--- src/rtl/q_pkg.sv ---
// Shared widths and types for the Q-value maximum selector.
package q_pkg;

   localparam int unsigned Q_W       = 16;
   localparam int unsigned N_ACTIONS = 9;
   localparam int unsigned IDX_W     = 4;

   typedef logic [Q_W-1:0] q_val_t;

endpackage

--- src/rtl/q_cmp2.sv ---
// Comparator tree node: forwards the larger of two (value, index) pairs.
// Pair a must carry the lower index; b wins only when strictly greater.
module q_cmp2
   import q_pkg::*;
#(
   parameter int unsigned W          = Q_W,
   parameter bit          SIGNED_CMP = 1'b1
) (
   input  logic [W-1:0]     a_val,
   input  logic [IDX_W-1:0] a_idx,
   input  logic [W-1:0]     b_val,
   input  logic [IDX_W-1:0] b_idx,
   output logic [W-1:0]     max_val,
   output logic [IDX_W-1:0] max_idx
);

   logic b_gt;

   // Relational compare only, so no subtraction overflow at the signed extremes.
   always_comb begin
      b_gt = 1'b0;
      if (SIGNED_CMP) begin
         b_gt = $signed(b_val) > $signed(a_val);
      end else begin
         b_gt = b_val > a_val;
      end
   end

   always_comb begin
      max_val = a_val;
      max_idx = a_idx;
      if (b_gt) begin
         max_val = b_val;
         max_idx = b_idx;
      end
   end

endmodule

--- src/rtl/q_max_sel.sv ---
// Registered maximum of nine Q-values with the lowest winning cell index.
module q_max_sel
   import q_pkg::*;
#(
   parameter int unsigned W          = Q_W,
   parameter bit          SIGNED_CMP = 1'b1
) (
   input  logic             clk,
   input  logic             rst,
   input  logic             in_valid,
   input  logic [W-1:0]     input_1,
   input  logic [W-1:0]     input_2,
   input  logic [W-1:0]     input_3,
   input  logic [W-1:0]     input_4,
   input  logic [W-1:0]     input_5,
   input  logic [W-1:0]     input_6,
   input  logic [W-1:0]     input_7,
   input  logic [W-1:0]     input_8,
   input  logic [W-1:0]     input_9,
   output logic [W-1:0]     keluaran,
   output logic [IDX_W-1:0] max_idx,
   output logic             out_valid
);

   logic [W-1:0]     in_vals [N_ACTIONS];
   logic [W-1:0]     l1_val  [4];
   logic [IDX_W-1:0] l1_idx  [4];
   logic [W-1:0]     l2_val  [2];
   logic [IDX_W-1:0] l2_idx  [2];
   logic [W-1:0]     l3_val;
   logic [IDX_W-1:0] l3_idx;
   logic [W-1:0]     best_val;
   logic [IDX_W-1:0] best_idx;

   assign in_vals[0] = input_1;
   assign in_vals[1] = input_2;
   assign in_vals[2] = input_3;
   assign in_vals[3] = input_4;
   assign in_vals[4] = input_5;
   assign in_vals[5] = input_6;
   assign in_vals[6] = input_7;
   assign in_vals[7] = input_8;
   assign in_vals[8] = input_9;

   // Lower-index operand always goes on port a so ties resolve toward cell 1.
   for (genvar g = 0; g < 4; g++) begin : g_l1
      q_cmp2 #(
         .W          (W),
         .SIGNED_CMP (SIGNED_CMP)
      ) u_cmp (
         .a_val   (in_vals[2*g]),
         .a_idx   (IDX_W'(2*g)),
         .b_val   (in_vals[2*g+1]),
         .b_idx   (IDX_W'(2*g+1)),
         .max_val (l1_val[g]),
         .max_idx (l1_idx[g])
      );
   end

   for (genvar g = 0; g < 2; g++) begin : g_l2
      q_cmp2 #(
         .W          (W),
         .SIGNED_CMP (SIGNED_CMP)
      ) u_cmp (
         .a_val   (l1_val[2*g]),
         .a_idx   (l1_idx[2*g]),
         .b_val   (l1_val[2*g+1]),
         .b_idx   (l1_idx[2*g+1]),
         .max_val (l2_val[g]),
         .max_idx (l2_idx[g])
      );
   end

   q_cmp2 #(
      .W          (W),
      .SIGNED_CMP (SIGNED_CMP)
   ) u_l3 (
      .a_val   (l2_val[0]),
      .a_idx   (l2_idx[0]),
      .b_val   (l2_val[1]),
      .b_idx   (l2_idx[1]),
      .max_val (l3_val),
      .max_idx (l3_idx)
   );

   q_cmp2 #(
      .W          (W),
      .SIGNED_CMP (SIGNED_CMP)
   ) u_l4 (
      .a_val   (l3_val),
      .a_idx   (l3_idx),
      .b_val   (in_vals[8]),
      .b_idx   (IDX_W'(8)),
      .max_val (best_val),
      .max_idx (best_idx)
   );

   always_ff @(posedge clk or posedge rst) begin
      if (rst) begin
         keluaran  <= '0;
         max_idx   <= '0;
         out_valid <= 1'b0;
      end else begin
         out_valid <= in_valid;
         if (in_valid) begin
            keluaran <= best_val;
            max_idx  <= best_idx;
         end
      end
   end

endmodule

--- config.mk ---
export PLATFORM = sky130hd
export DESIGN_NAME = q_max_sel
export DESIGN_NICKNAME = d
export VERILOG_FILES = /design/src/rtl/q_pkg.sv /design/src/rtl/q_cmp2.sv /design/src/rtl/q_max_sel.sv
export SDC_FILE = /design/constraint.sdc
export NUM_CORES = 1
export LEC_CHECK = 0
export BUFFER_PORTS_ARGS = -buffer_cell sky130_fd_sc_hd__buf_2
export CORE_ASPECT_RATIO = 2
export CORE_UTILIZATION = 54
export CTS_CLUSTER_DIAMETER = 40
export DETAILED_ROUTE_END_ITERATION = 10
export PLACE_DENSITY = 0.83
export SLEW_MARGIN = 20
export SYNTH_ARGS = -nofsm -noshare
export SYNTH_HDL_FRONTEND = slang
export SYNTH_SLANG_ARGS = --single-unit
--- constraint.sdc ---
create_clock -name clk -period 1 [get_ports clk]
set_clock_uncertainty 0.15 [all_clocks]
set_input_delay 0.1 -clock clk [delete_from_list [all_inputs] [get_ports clk]]
set_output_delay 0.1 -clock clk [all_outputs]
set_load 0.1 [all_outputs]
==> flow_summary.json, run 1 <==
{
  "dpl_worst_slack_ns": -8.20,
  "synthArstFlopShare_pct": 100,
  "yosysSeqAreaShare_pct": 9.33,
  "initial_core_util_pct": 55.5,
  "portBuffers": 167,
  "avgSynthCellArea_sq_um": 7.98,
  "synthCells": 706,
  "yosys_warnings": 0,
  "ctsHtreeMaxLevel": 1,
  "die_h_microns": 146,
  "synth_edf_count": 0,
  "io_pins": 168,
  "yosys-top-cells-count": "123 x ha_1, 123 x inv_1, 72 x mux2i_1, 53 x a21oi_1, 44 x nand2_1",
  "ys.flop_type": "dfrtp_1",
  "clockBufferDepth": 2,
  "placement.cell_area_sq_um": 8990,
  "synth_area_leaders": "ha_1 27%, mux2i_1 13%, dfrtp_1 9.3%",
  "fp-row-count": 52,
  "holdBufCountCts": 10,
  "failed_stage": "4_1_cts",
  "globalplace.congestion": 1.03,
  "ctsRootBufferMaster": "clkbuf_16",
  "synth_top_area_share_pct": 27.3,
  "stop_error": "[ERROR DPL-0033] detailed placement checks failed during check placement.",
  "synth_cell_type_count": 67,
  "synth-seq-cells": 21,
  "status": "did not finish",
  "synth.net_count": 976,
  "dp.final_hpwl_microns": 21200,
  "cts.sinks": 21,
  "numCtsBuffers": 3,
  "yosys.area.top_type": "ha_1",
  "postCtsSetupBuffers": 24,
  "synth_area_sq_um": 5630,
  "die_w_microns": 74.2,
  "ctsResizeCount": 123
}
==> through the flow <==
stage,setup TNS (ns),std cells
floorplan,-145.24,706
global placement,-150.44,1229
detailed placement,-162.39,1229
==> kinds of logic after synthesis <==
logic type | synth area share (%)
xor+xnor | 0.622
fa+ha+maj | 27.5
simple gates | 14.1
compound gates | 21.5
mux | 16.6
buf+inv | 10.4
flops | 9.33
==> run 2, diff against run 1 <==
Settings changed: CORE_ASPECT_RATIO 2 to default, CORE_UTILIZATION 54 to 40, CTS_CLUSTER_DIAMETER 40 to default, PLACE_DENSITY 0.83 to default, PLACE_DENSITY_LB_ADDON from default to 0.15.
==> flow_summary.json, run 2 <==
{
  "status": "complete, but fails checks",
  "violations": "negative setup slack",
  "critPathKind": "in -> reg",
  "period_minus_slack_ns": 8.61,
  "avgSynthCellArea_sq_um": 7.98,
  "wire_per_inst_microns": 15.8,
  "power_density_nw_per_um2": 2350,
  "power_frac_seq_pct": 7.4,
  "yosys_warnings": 0,
  "layout_common_cells": "249 x buf_4, 131 x buf_2, 107 x inv_1",
  "grt_max_degree": 36,
  "die_area_sq_um": 14600,
  "synth_edf_count": 0,
  "fin_tns_setup_ns": -152.63,
  "syn_to_final_growth_pct": 78.0,
  "grt_antenna_before_repair": 0,
  "globalplace.congestion": 0.933,
  "path_max_fanout": 8,
  "rsz0062_at_grt": "true",
  "track_usage_pct": 27.1,
  "sw_frac_of_total_pct": 49.2,
  "nNetsFinal": 1410,
  "fin_crit_sh_pct": 861,
  "synthCells": 706,
  "routed_wl_microns": 20900,
  "diodes": 0,
  "hold_path.class": "in -> reg",
  "crit_arrival_ns": 8.59,
  "die_h_microns": 121,
  "first_iter_violations": 372,
  "drtAntennaViolNets": 0,
  "power_frac_clock_pct": 3.6,
  "slew_headroom_pct": 63.8,
  "ctsHtreeMaxLevel": 1,
  "largest_reg_flops": 16,
  "yosys-top-cells-count": "123 x ha_1, 123 x inv_1, 72 x mux2i_1, 53 x a21oi_1, 44 x nand2_1",
  "cp.required_ns": 0.99,
  "fp-row-count": 43,
  "layout_setup_ws_ns": -7.61,
  "io_pins": 168,
  "top_regs": "keluaran x16, max_idx x4, out_valid x1",
  "routed_via_density": 5.26,
  "internal_power_w": 0.0120,
  "dp.final_hpwl_microns": 16600,
  "p_comb_share_pct": 89.1,
  "clockBufferDepth": 2,
  "ys.flop_type": "dfrtp_1",
  "final_common_cell": "buf_4",
  "power.total_w": 0.0236,
  "cp-end-kind": "register",
  "vias": 6932,
  "peakVddDrop_uv": 1540,
  "grt_overflow": 0,
  "cp_slowest_cell": "mux2i_1",
  "synth_cell_type_count": 67,
  "drcViolationCount": 0,
  "p_switching_w": 0.0116,
  "synth-seq-cells": 21,
  "die_w_microns": 121,
  "regMostFlops": "keluaran",
  "synth_top_area_share_pct": 27.3,
  "clk_pin_slew_ns": 0.06,
  "power_leakage_nw": 5.21,
  "critPathLaunchType": "input port",
  "final-hold-violation-count": 0,
  "portBuffers": 167,
  "coreArea_sq_um": 13800,
  "yosys.area.top_type": "ha_1",
  "synth_area_leaders": "ha_1 27%, mux2i_1 13%, dfrtp_1 9.3%",
  "cpPeakStageDelay_ns": 0.47,
  "drv_slew": 0,
  "cts.sinks": 21,
  "synthArstFlopShare_pct": 100,
  "yosysSeqAreaShare_pct": 9.33,
  "fmax_ghz": 0.116,
  "grt_pass1_vias": 6951,
  "synth.net_count": 976,
  "tightest_slew_ns": 0.541,
  "numCtsBuffers": 3,
  "worst_skew_pair.late_latency_ns": 0.25,
  "grt_pass1_wl_microns": 32100,
  "ctsRootBufferMaster": "clkbuf_16",
  "finalSetupViolCount": 41,
  "cts_tree": "built",
  "initial_core_util_pct": 40.7,
  "drv_cap": 0,
  "synth_area_sq_um": 5630,
  "drive_above_1_share_pct": 51.2,
  "cpMostUsedCell": "o21a_1",
  "drtPass1Iterations": 7
}
==> run 2: cell type report <==
| class | instances | area, sq um |
|---|---|---|
| multi-input cells | 544 | 5210 |
| inverters | 123 | 477 |
| flip-flops and latches | 21 | 543 |
| fillers | 1020 | 3800 |
| repair buffers | 447 | 3490 |
| well taps | 180 | 225 |
| clock buffers | 4 | 78.8 |
==> run 2: worst max-delay path, delay by kind of cell <==
kind,cells,cell delay (ns)
buf+inv,9,1.33
compound gates,21,3.84
simple gates,8,0.96
mux,4,1.27
fa+ha+maj,4,1.07
==> run 2: power groups by stage <==
stage / clock network (W) / logic, W / registers [W]
final: 0.000840 / 0.0210 / 0.00174
after global routing: 0.000885 / 0.0224 / 0.00179
after CTS: 0.000836 / 0.0201 / 0.00174
after detailed placement: 0 / 0.0188 / 0.00175
after global placement: 0 / 0.0182 / 0.00173
after floorplan: 0 / 0.00904 / 0.00426
==> run 2: through the flow <==
step	util, %	std cells	setup WS [ns]	instance area (sq um)	hold slack (ns)
after floorplan	-	706	-7.29	6010	-0.0745
after global placement	65.5	1272	-7.46	9050	-0.0154
after detailed placement	65.5	1272	-7.80	9050	0.00441
after CTS	70.6	1311	-7.32	9770	0.0510
after global routing	72.5	1319	-7.86	10000	0.0714
final	72.5	1319	-7.61	10000	0.0463
==> run 2: timing repair <==
item / CTS / global route
pin swaps: 28 / 13
gates cloned: 4 / 2
resized for setup: 64 / 42
endpoints found under the hold margin: 37 / 0
buffers inserted: 15 / 6
hold buffers: 17 / 0
setup endpoints to repair: 41 / 41
==> run 2: per-layer routing <==
| layer | global-route usage [%] | vias up | wire length (microns) |
|---|---|---|---|
| li1 | - | 3437 | - |
| met1 | 34.3 | 3253 | 9180 |
| met2 | 50.8 | 215 | 10500 |
| met3 | 1.89 | 27 | 927 |
| met4 | 4.01 | 0 | 291 |
| met5 | 0 | - | 0 |
==> run 2: worst paths after layout <==
kind / startpoint / end / slack [ns] / cells after the start
worst max-delay path: input_1[1] / max_idx[3] / -7.61 / 46
worst min-delay path: input_9[1] / keluaran[1] / 0.05 / 3
worst max register to register: keluaran[15] / keluaran[15] / 0.02 / 3
worst min register to register: max_idx[3] / max_idx[3] / 0.42 / 1
max in group asynchronous: rst / keluaran[14] / 0.19 / 4
min in group asynchronous: rst / keluaran[7] / 0.28 / 4
==> run 2: kinds of logic (layout without fill, tap and decap cells) <==
group | after synthesis | count (layout) | synth area share [%]
xor+xnor | 4 | 4 | 0.622
mux | 87 | 87 | 16.6
compound gates | 167 | 169 | 21.5
buf+inv | 146 | 574 | 10.4
simple gates | 157 | 160 | 14.1
fa+ha+maj | 124 | 124 | 27.5
flops | 21 | 21 | 9.33
Note: power is estimated with default switching activity, not from simulation.
